===== config.mk =====
export PLATFORM = sky130hd
export DESIGN_NAME = crack_sched
export DESIGN_NICKNAME = d
export VERILOG_FILES = /design/src/rtl/crack_sched.sv
export SDC_FILE = /design/constraint.sdc
export NUM_CORES = 1
export LEC_CHECK = 0
export CORE_ASPECT_RATIO = 0.75
export CORE_MARGIN = 2
export CORE_UTILIZATION = 39
export CTS_CLUSTER_DIAMETER = 40
export DETAILED_ROUTE_END_ITERATION = 7
export PLACE_DENSITY = 0.7
export SYNTH_ARGS = -nofsm -noshare
export SYNTH_HDL_FRONTEND = slang
export SYNTH_SLANG_ARGS = --single-unit

===== constraint.sdc =====
create_clock -name clk -period 6.7 [get_ports clk]
set_clock_uncertainty 0.15 [all_clocks]
set_input_delay 1.34 -clock clk [delete_from_list [all_inputs] [get_ports clk]]
set_output_delay 1.34 -clock clk [all_outputs]
set_load 0.03 [all_outputs]

===== src/rtl/crack_sched.sv =====
// Purpose: spreads candidate keys [key_lo, key_hi] over NUM_CORES crack cores and reports the smallest matching key.
// Latency: accepted start to first core_en is 2 cycles; last verdict to rdy=1 is 2 cycles.
// Backpressure: a core gets a key only while it reports core_rdy and has no verdict outstanding; en is ignored while rdy=0.
module crack_sched #(
  parameter int NUM_CORES = 2,
  parameter int KEY_W     = 24
) (
  input  logic                       clk,
  input  logic                       rst_n,
  input  logic                       en,
  output logic                       rdy,
  input  logic [KEY_W-1:0]           key_lo,
  input  logic [KEY_W-1:0]           key_hi,
  output logic [KEY_W-1:0]           key,
  output logic                       key_valid,
  output logic [NUM_CORES-1:0]       core_en,
  output logic [NUM_CORES*KEY_W-1:0] core_key,
  input  logic [NUM_CORES-1:0]       core_rdy,
  input  logic [NUM_CORES-1:0]       core_done,
  input  logic [NUM_CORES-1:0]       core_match
);

  typedef enum logic [1:0] {
    S_IDLE   = 2'd0,
    S_SEARCH = 2'd1,
    S_DRAIN  = 2'd2,
    S_DONE   = 2'd3
  } state_t;

  state_t                     r_state;
  logic                       r_rdy;
  logic [KEY_W-1:0]           r_key;
  logic                       r_key_valid;
  logic [NUM_CORES-1:0]       r_core_en;
  // Doubles as the in-flight key record: a core's slot only changes on its next dispatch.
  logic [NUM_CORES*KEY_W-1:0] r_core_key;
  logic [KEY_W-1:0]           r_key_hi;
  // One bit wider than a key so that key_hi = all-ones still ends the sweep instead of wrapping.
  logic [KEY_W:0]             r_next_key;
  logic [NUM_CORES-1:0]       r_busy;
  logic [KEY_W-1:0]           r_best;
  logic                       r_found;

  logic [KEY_W-1:0]           w_best;
  logic                       w_found;
  logic [NUM_CORES-1:0]       w_avail;
  logic [NUM_CORES-1:0]       w_grant;
  logic [NUM_CORES-1:0]       w_busy_left;
  logic                       w_in_range;
  logic                       w_dispatch;

  assign rdy       = r_rdy;
  assign key       = r_key;
  assign key_valid = r_key_valid;
  assign core_en   = r_core_en;
  assign core_key  = r_core_key;

  // Verdicts only count for cores we are waiting on; stale pulses after a reset fall out here.
  assign w_busy_left = r_busy & ~core_done;

  // A core is a dispatch candidate when it is idle and owes us no verdict; pick the lowest index.
  assign w_avail    = core_rdy & ~r_busy;
  assign w_grant    = w_avail & (~w_avail + NUM_CORES'(1'b1));
  assign w_in_range = (r_next_key <= {1'b0, r_key_hi});
  assign w_dispatch = (r_state == S_SEARCH) && !r_found && w_in_range && (w_avail != '0);

  // Fold every matching verdict of this cycle into the running minimum.
  always_comb begin
    w_best  = r_best;
    w_found = r_found;
    for (int i = 0; i < NUM_CORES; i++) begin
      if ((r_state != S_IDLE) && core_done[i] && r_busy[i] && core_match[i]) begin
        if (!w_found || (r_core_key[i*KEY_W +: KEY_W] < w_best)) begin
          w_best  = r_core_key[i*KEY_W +: KEY_W];
          w_found = 1'b1;
        end
      end
    end
  end

  // Search control: start handshake, ascending dispatch, drain of in-flight cores, result publish.
  always_ff @(posedge clk or negedge rst_n) begin
    if (!rst_n) begin
      r_state     <= S_IDLE;
      r_rdy       <= 1'b1;
      r_key       <= '0;
      r_key_valid <= 1'b0;
      r_core_en   <= '0;
      r_core_key  <= '0;
      r_key_hi    <= '0;
      r_next_key  <= '0;
      r_busy      <= '0;
      r_best      <= '0;
      r_found     <= 1'b0;
    end else begin
      r_core_en <= '0;
      r_busy    <= w_busy_left;
      r_best    <= w_best;
      r_found   <= w_found;
      case (r_state)
        S_IDLE: begin
          if (en) begin
            r_key_hi    <= key_hi;
            r_next_key  <= {1'b0, key_lo};
            r_best      <= '0;
            r_found     <= 1'b0;
            r_key_valid <= 1'b0;
            r_rdy       <= 1'b0;
            r_state     <= (key_lo > key_hi) ? S_DONE : S_SEARCH;
          end
        end
        S_SEARCH: begin
          if (w_dispatch) begin
            r_core_en  <= w_grant;
            r_busy     <= w_busy_left | w_grant;
            r_next_key <= r_next_key + (KEY_W+1)'(1);
            for (int i = 0; i < NUM_CORES; i++) begin
              if (w_grant[i]) begin
                r_core_key[i*KEY_W +: KEY_W] <= r_next_key[KEY_W-1:0];
              end
            end
          end
          // Once a match is known no higher key can win, so stop handing out work.
          if (r_found || !w_in_range) begin
            r_state <= S_DRAIN;
          end
        end
        S_DRAIN: begin
          // Every key below the first match is done or in flight; wait for all of them.
          if (w_busy_left == '0) begin
            r_state <= S_DONE;
          end
        end
        S_DONE: begin
          if (r_found) begin
            r_key <= r_best;
          end
          r_key_valid <= r_found;
          r_rdy       <= 1'b1;
          r_state     <= S_IDLE;
        end
        default: begin
          r_state <= S_IDLE;
        end
      endcase
    end
  end

endmodule


==> results.ini, run 1 <==
[route]
vias = 7637
dr.first_iter.drc_count = 554
via_per_inst = 5.52
wl_per_cell_um = 18.4
drc = 0
drtAntennaViolNets = 0
finalWirelength_um = 25400
dr.pass1.iters = 5

[critical_path]
crit_required_ps = 6800
cp_slowest_cell = a21o_1
crit_chain = ha_1, a21o_1, a211oi_1, o21ai_0, a31o_2, o21ai_2, buf_4, a21oi_1, ha_1, nand4_1, nor2_1, and3_1, and3_1, and4_1, a21o_1, a221oi_1
critPathCaptureType = flop
start_kind = flop
regToRegStartpoint = core_key[6]
r2r-end = r_best[23]
reg2reg_depth = 16
worstSetupPathType = flop to flop
slowest_delay_ps = 980
crit_arrival_ps = 5490
r2r_slack_ps = 1310
worst-path-max-fanout = 48

[sta]
drv_slew = 0
rsz0062_at_grt = false
period_needed_ps = 5390
slew_headroom_pct = 15.8
fin_crit_sh_pct = 80.5
whs_ps = 326
tightest_slew_ps = 1260
finalSetupViolCount = 0
fin_ws_ps = 1310
finalSetupTns_ps = 0
max_freq_mhz = 186
final-hold-violation-count = 0

[place]
dpl_worst_slack_ps = 948
dp_hpwl_um = 18700
routabilityCongestion = 0.878
io_buffers = 132

[final_layout]
final_common_cell = dfrtp_1
num-fill-cells = 2155
num_antenna_cells = 0
nets = 1227
layout-drive-gt1-share_pct = 11.0
layout_common_cells = dfrtp_1 (153), clkdlybuf4s50_1 (131), nand2_1 (111), ha_1 (99), inv_1 (85)
post-route-util_pct = 49.4
area_growth_pct = 24.3

[die]
core-area_sq_um = 23100
rows = 48
die_w_um = 181
die_area_sq_um = 24700
initial_core_util_pct = 39.7
io_pins = 133
fp.dieH_um = 137

[synthesis]
synth_cells = 951
synthArstFlopShare_pct = 100
syn_nets = 1107
synth_cell_types = 63
synth-seq-cells = 154
ys_seq_area_share_pct = 42.1
yosysWarnings = 0
syn_area_sq_um = 9160
avgSynthCellArea_sq_um = 9.63
synthFlopType = dfrtp_1
synth_edf_count = 0

[min_path]
hold_path_class = flop to flop
hold_depth = 2
hold_path_end = key[11]
hp-start = key[11]

[global_routing]
grt_pass1_vias = 7326
grt_max_degree = 98
grt_overflow = 0
grt_usage_pct = 21.2
antenna_found_initial = 0
grt_pass1_wl_um = 40700

[power_and_ir_drop]
share_comb_of_total_power_pct = 50.5
p_leak_nw = 5.18
switchingPower_mw = 2.49
sw_frac_of_total_pct = 43.5
ir_drop_mv = 0.244
p_int_mw = 3.23
power_frac_seq_pct = 31.2
power.density_nw_per_um2 = 502
clockPowerShare_pct = 18.3

[status]
status = complete, no violations

[clocking]
post_cts_resized = 0
cts_hold_buf = 0
clockBufferDepth = 2
clock_latency_ps = 430
cts_setup_buffers = 0
clkTransAtPathRegs_ps = 60
root_buffer = clkbuf_16
htree_levels = 4
cts_tree = built
cts_sinks = 154
numCtsBuffers = 17

[job]
max_cap_viol_count = 0

worst max-delay path, delay by kind of cell (launching register included):
| kind | cells | cell delay [ps] |
|---|---|---|
| adder cells (fa/ha/maj) | 2 | 700 |
| buffers and inverters | 1 | 430 |
| AND/OR/NAND/NOR | 5 | 860 |
| flip-flops | 1 | 470 |
| AO/OA/AOI/OAI | 8 | 2590 |
power groups by stage:
stage	Sequential, mW	Clock, mW	Combinational (mW)
finish	1.78	1.04	2.89
global route	1.84	1.10	3.19
CTS	1.77	1.05	2.88
detailed placement	1.79	0	2.85
global placement	1.78	0	2.79
floorplan	1.98	0	1.61
synth_stat cells, drive strengths merged (2+ instances only):
library cell	n	share of area, %
a2bb2oi	2	0.19
nor4	4	0.27
nand4	23	1.6
a211o	3	0.29
dfrtp	153	42
nand2b	8	0.55
nand2	111	4.5
nor3	8	0.49
a221oi	24	3.7
a32o	2	0.22
nor2	74	3.0
and3	8	0.55
mux2	48	5.9
and4b	3	0.33
a2111oi	4	0.45
nand3	16	0.87
o211ai	5	0.41
buf	16	1.0
a41oi	3	0.29
ha	99	14
a32oi	10	0.96
a21oi	53	2.9
a221o	3	0.33
o21ai	83	4.6
o21a	3	0.25
o22ai	3	0.20
inv	85	3.5
o31ai	2	0.16
a21o	25	2.0
nor2b	6	0.41
mux2i	5	0.55
a211oi	10	0.82
and2	2	0.14
a31oi	3	0.20
clkbuf	26	1.1
cell families (layout without fill, tap and decap cells):
| logic type | count (synthesis) | in the layout | share of synthesized area [%] |
|---|---|---|---|
| xor gates and xnor gates | 1 | 1 | 0.0956 |
| and+or+nand+nor | 269 | 269 | 13.3 |
| muxes | 53 | 53 | 6.45 |
| DFF | 154 | 154 | 42.1 |
| buffers and inverters | 128 | 260 | 5.63 |
| AOI/OAI and AO/OA | 247 | 247 | 19.0 |
| adders and majority gates | 99 | 99 | 13.5 |
sequential cells by signal, summed over array words and instances (netlist names), 2 cells and up:
register,flops
r_best,24
r_next_key,25
core_key,48
core_en,2
key,24
r_state,2
r_key_hi,24
r_busy,2
layout make-up:
| class | instances | area, sq um | share of cell area (%) |
|---|---|---|---|
| clock buffers | 20 | 467 | 4.10 |
| clock inverters | 11 | 168 | 1.47 |
| inverters | 86 | 323 | 2.83 |
| multi-input cells | 669 | 4800 | 42.1 |
| flip-flops and latches | 154 | 3850 | 33.8 |
| well taps | 300 | 375 | 3.30 |
| repair buffers | 143 | 1410 | 12.3 |
metrics by stage:
stage / power [mW] / instance area (sq um) / instances
after floorplan: 3.60 / 9160 / 951
after global placement: 4.56 / 10800 / 1352
after detailed placement: 4.64 / 10800 / 1352
after CTS: 5.71 / 11400 / 1383
after global routing: 6.13 / 11400 / 1383
final: 5.72 / 11400 / 1383
worst max-delay path by stage:
stage	startpoint	end	slack (ps)	depth (start not counted)
after global routing	core_key[6]	r_best[1]	970	18
after floorplan	core_key[21]	r_best[11]	2140	18
after global placement	core_done[0]	r_best[23]	1090	14
after detailed placement	core_done[0]	r_best[1]	950	14
final	core_key[6]	r_best[23]	1310	16
after CTS	core_key[6]	r_best[1]	1320	18
per-layer routing:
metal	up-vias	wire length, um	GRT usage (%)
met2	324	10300	30.4
met1	3615	12600	31.9
li1	3661	-	-
met4	0	569	6.82
met3	37	1890	4.36
met5	-	0	0
Note: power is estimated with default switching activity, not from simulation.
==> inputs of run 2 (changes only) <==
--- a/config.mk
+++ b/config.mk
@@ -10,7 +10,7 @@
 export CORE_UTILIZATION = 39
 export CTS_CLUSTER_DIAMETER = 40
 export DETAILED_ROUTE_END_ITERATION = 7
-export PLACE_DENSITY = 0.7
+export PLACE_DENSITY = 0.73
 export SYNTH_ARGS = -nofsm -noshare
 export SYNTH_HDL_FRONTEND = slang
 export SYNTH_SLANG_ARGS = --single-unit
==> constraint.sdc (replaced) <==
create_clock -name clk -period 4.5 [get_ports clk]
set_clock_uncertainty 0.15 [all_clocks]
set_input_delay 0.9 -clock clk [delete_from_list [all_inputs] [get_ports clk]]
set_output_delay 0.9 -clock clk [all_outputs]
set_load 0.03 [all_outputs]
==> run 2 against run 1 <==
- sequential share of layout area shrank 2.6 points
- count of clock-buffer cells in the layout is the same
- first-iteration DRC count grew 13%
- largest power group unchanged
- die area is the same
- via count grew 7.8%
- setup slack lost 1300 ps
- critical endpoint is now r_best[7]
- sequential cell count is the same
- non-clock buffer count grew 89
==> results.ini, run 2 (synthesis gave the netlist of run 1 again) <==
[route]
drc = 0
dr.first_iter.drc_count = 624
drtAntennaViolNets = 0
vias = 8235
dr.pass1.iters = 5
finalWirelength_um = 27700
via_per_inst = 5.59
wl_per_cell_um = 18.8

[sta]
drv_slew = 0
tightest_slew_ps = 988
whs_ps = 329
fin_crit_sh_pct = 99.1
slew_headroom_pct = 34.2
period_needed_ps = 4460
finalSetupTns_ps = 0
finalSetupViolCount = 0
final-hold-violation-count = 0
max_freq_mhz = 224

[power_and_ir_drop]
p_int_mw = 5.19
ir_drop_mv = 0.398
share_comb_of_total_power_pct = 55.4
power.density_nw_per_um2 = 743
finalPower_mw = 9.18
power_frac_seq_pct = 28.4
sw_frac_of_total_pct = 43.5
switchingPower_mw = 4.00
clockPowerShare_pct = 16.2
p_leak_nw = 5.65

[final_layout]
multi_input_area_sq_um = 5030
num-fill-cells = 2049
num_antenna_cells = 0
layout_common_cells = dfrtp_1 (152), clkdlybuf4s50_1 (131), nand2_1 (110), ha_1 (96), buf_4 (89)
largest_reg_flops = 48
regArea_sq_um = 3860
final_area_sq_um = 12400
area_growth_pct = 34.8
layout-drive-gt1-share_pct = 20.6
final_common_cell = dfrtp_1
nets = 1316
post-route-util_pct = 53.6

[global_routing]
grt_overflow = 0
grt_pass1_wl_um = 42800
grt_pass1_vias = 7778
antenna_found_initial = 0
grt_usage_pct = 22.5
grt_max_degree = 107

[job]
max_cap_viol_count = 0

[clocking]
root_buffer = clkbuf_16
cts_sinks = 154
clkTransAtPathRegs_ps = 60
clockBufferDepth = 2
cts_tree = built
numCtsBuffers = 17
htree_levels = 4
clock_latency_ps = 430

[critical_path]
crit_chain = ha_1, nand4_1, nor4_4, a221o_1, a31o_2, o21ai_4, buf_6, buf_12, buf_4, nor2_1, a21oi_2, ha_1, a211oi_2, o21bai_1, a21o_1, a21oi_2, o31ai_2, a21o_4, clkbuf_16, a221oi_2
start_kind = flop
crit_required_ps = 4680
worstSetupPathType = flop to flop
critPathCaptureType = flop
crit_arrival_ps = 4640
slowest_delay_ps = 460
worst-path-max-fanout = 10
cp_slowest_cell = nor4_4

[die]
rows = 48
io_pins = 133
die_area_sq_um = 24700
die_w_um = 181
fp.dieH_um = 137
initial_core_util_pct = 39.7
core-area_sq_um = 23100

[min_path]
hold_path_class = flop to flop

[place]
io_buffers = 132
dp_hpwl_um = 20400
placed_area_sq_um = 11400
routabilityCongestion = 0.894

[status]
status = complete, no violations

==> run 2: cell count changes in the layout (fill, tap and decap cells not counted), moves of 3 or more <==
cell / before / now
buf_6: 1 / 8
a221oi_4: 0 / 6
ha_4: 0 / 3
a21oi_1: 52 / 37
nor2_2: 0 / 5
ha_1: 99 / 96
a21oi_2: 1 / 16
a221oi_2: 20 / 16
buf_4: 11 / 89
nor2_1: 74 / 69
==> run 2: metrics by stage <==
| stage | instances | setup WS [ps] |
|---|---|---|
| final | 1473 | 42.7 |
| after global routing | 1473 | -108 |
| after CTS | 1469 | 41.0 |
| after detailed placement | 1435 | -301 |
| after global placement | 1435 | -194 |
| after floorplan | 951 | 18.6 |
==> run 2: final cells by class <==
cell class	instances	share of cell area, %
clock inverters	12	1.20
well taps	300	3.04
inverters	86	2.61
flip-flops and latches	154	31.2
repair buffers	232	17.5
clock buffers	20	3.70
multi-input cells	669	40.8
==> run 2: power by group through the flow <==
stage,clock [mW],sequential [mW],combinational (mW)
final,1.48,2.61,5.09
after global routing,1.56,2.68,5.54
after CTS,1.50,2.58,4.83
after detailed placement,0,2.60,4.78
after global placement,0,2.58,4.66
after floorplan,0,2.95,2.40
==> run 2: per-layer routing <==
metal  up-vias  wire length, um  GRT usage [%]
met1      3973            12900           32.2
li1       3845                -              -
met3        49             1860           3.94
met5         -                0              0
met2       368            12400           35.3
met4         0              490           6.01
==> run 2: repair_timing <==
action / 4_1_cts / 5_1_grt
cloned: 0 / 2
setup endpoints to repair: 24 / 24
hold buffers: 0 / 0
pin swaps: 1 / 13
resized for setup: 2 / 50
setup buffers: 2 / 2
==> run 2: worst max-delay path, delay by kind of cell, from the launching register on <==
kind / cells / cell delay (ps)
AO/OA/AOI/OAI: 11 / 1760
buffers and inverters: 4 / 600
flip-flops: 1 / 380
AND/OR/NAND/NOR: 3 / 830
adder cells (fa/ha/maj): 2 / 630
==> run 2: worst paths after layout <==
check | start | end | slack (ps) | depth (start not counted)
max in group asynchronous | rst_n | r_next_key[4] | 2810 | 2
worst max register to register | core_key[17] | r_best[7] | 40 | 20
worst min register to register | key[15] | key[15] | 330 | 2
min in group asynchronous | rst_n | key[3] | 440 | 1
worst min-delay path | key[15] | key[15] | 330 | 2
worst max-delay path | core_key[17] | r_best[7] | 40 | 20
==> inputs of run 3 (changes only) <==
--- a/config.mk
+++ b/config.mk
@@ -5,6 +5,7 @@
 export SDC_FILE = /design/constraint.sdc
 export NUM_CORES = 1
 export LEC_CHECK = 0
+export CAP_MARGIN = 0
 export CORE_ASPECT_RATIO = 0.75
 export CORE_MARGIN = 2
 export CORE_UTILIZATION = 39
==> results of run 3 <==
Same layout as run 2: the final DEF is identical, and so are final timing and power.
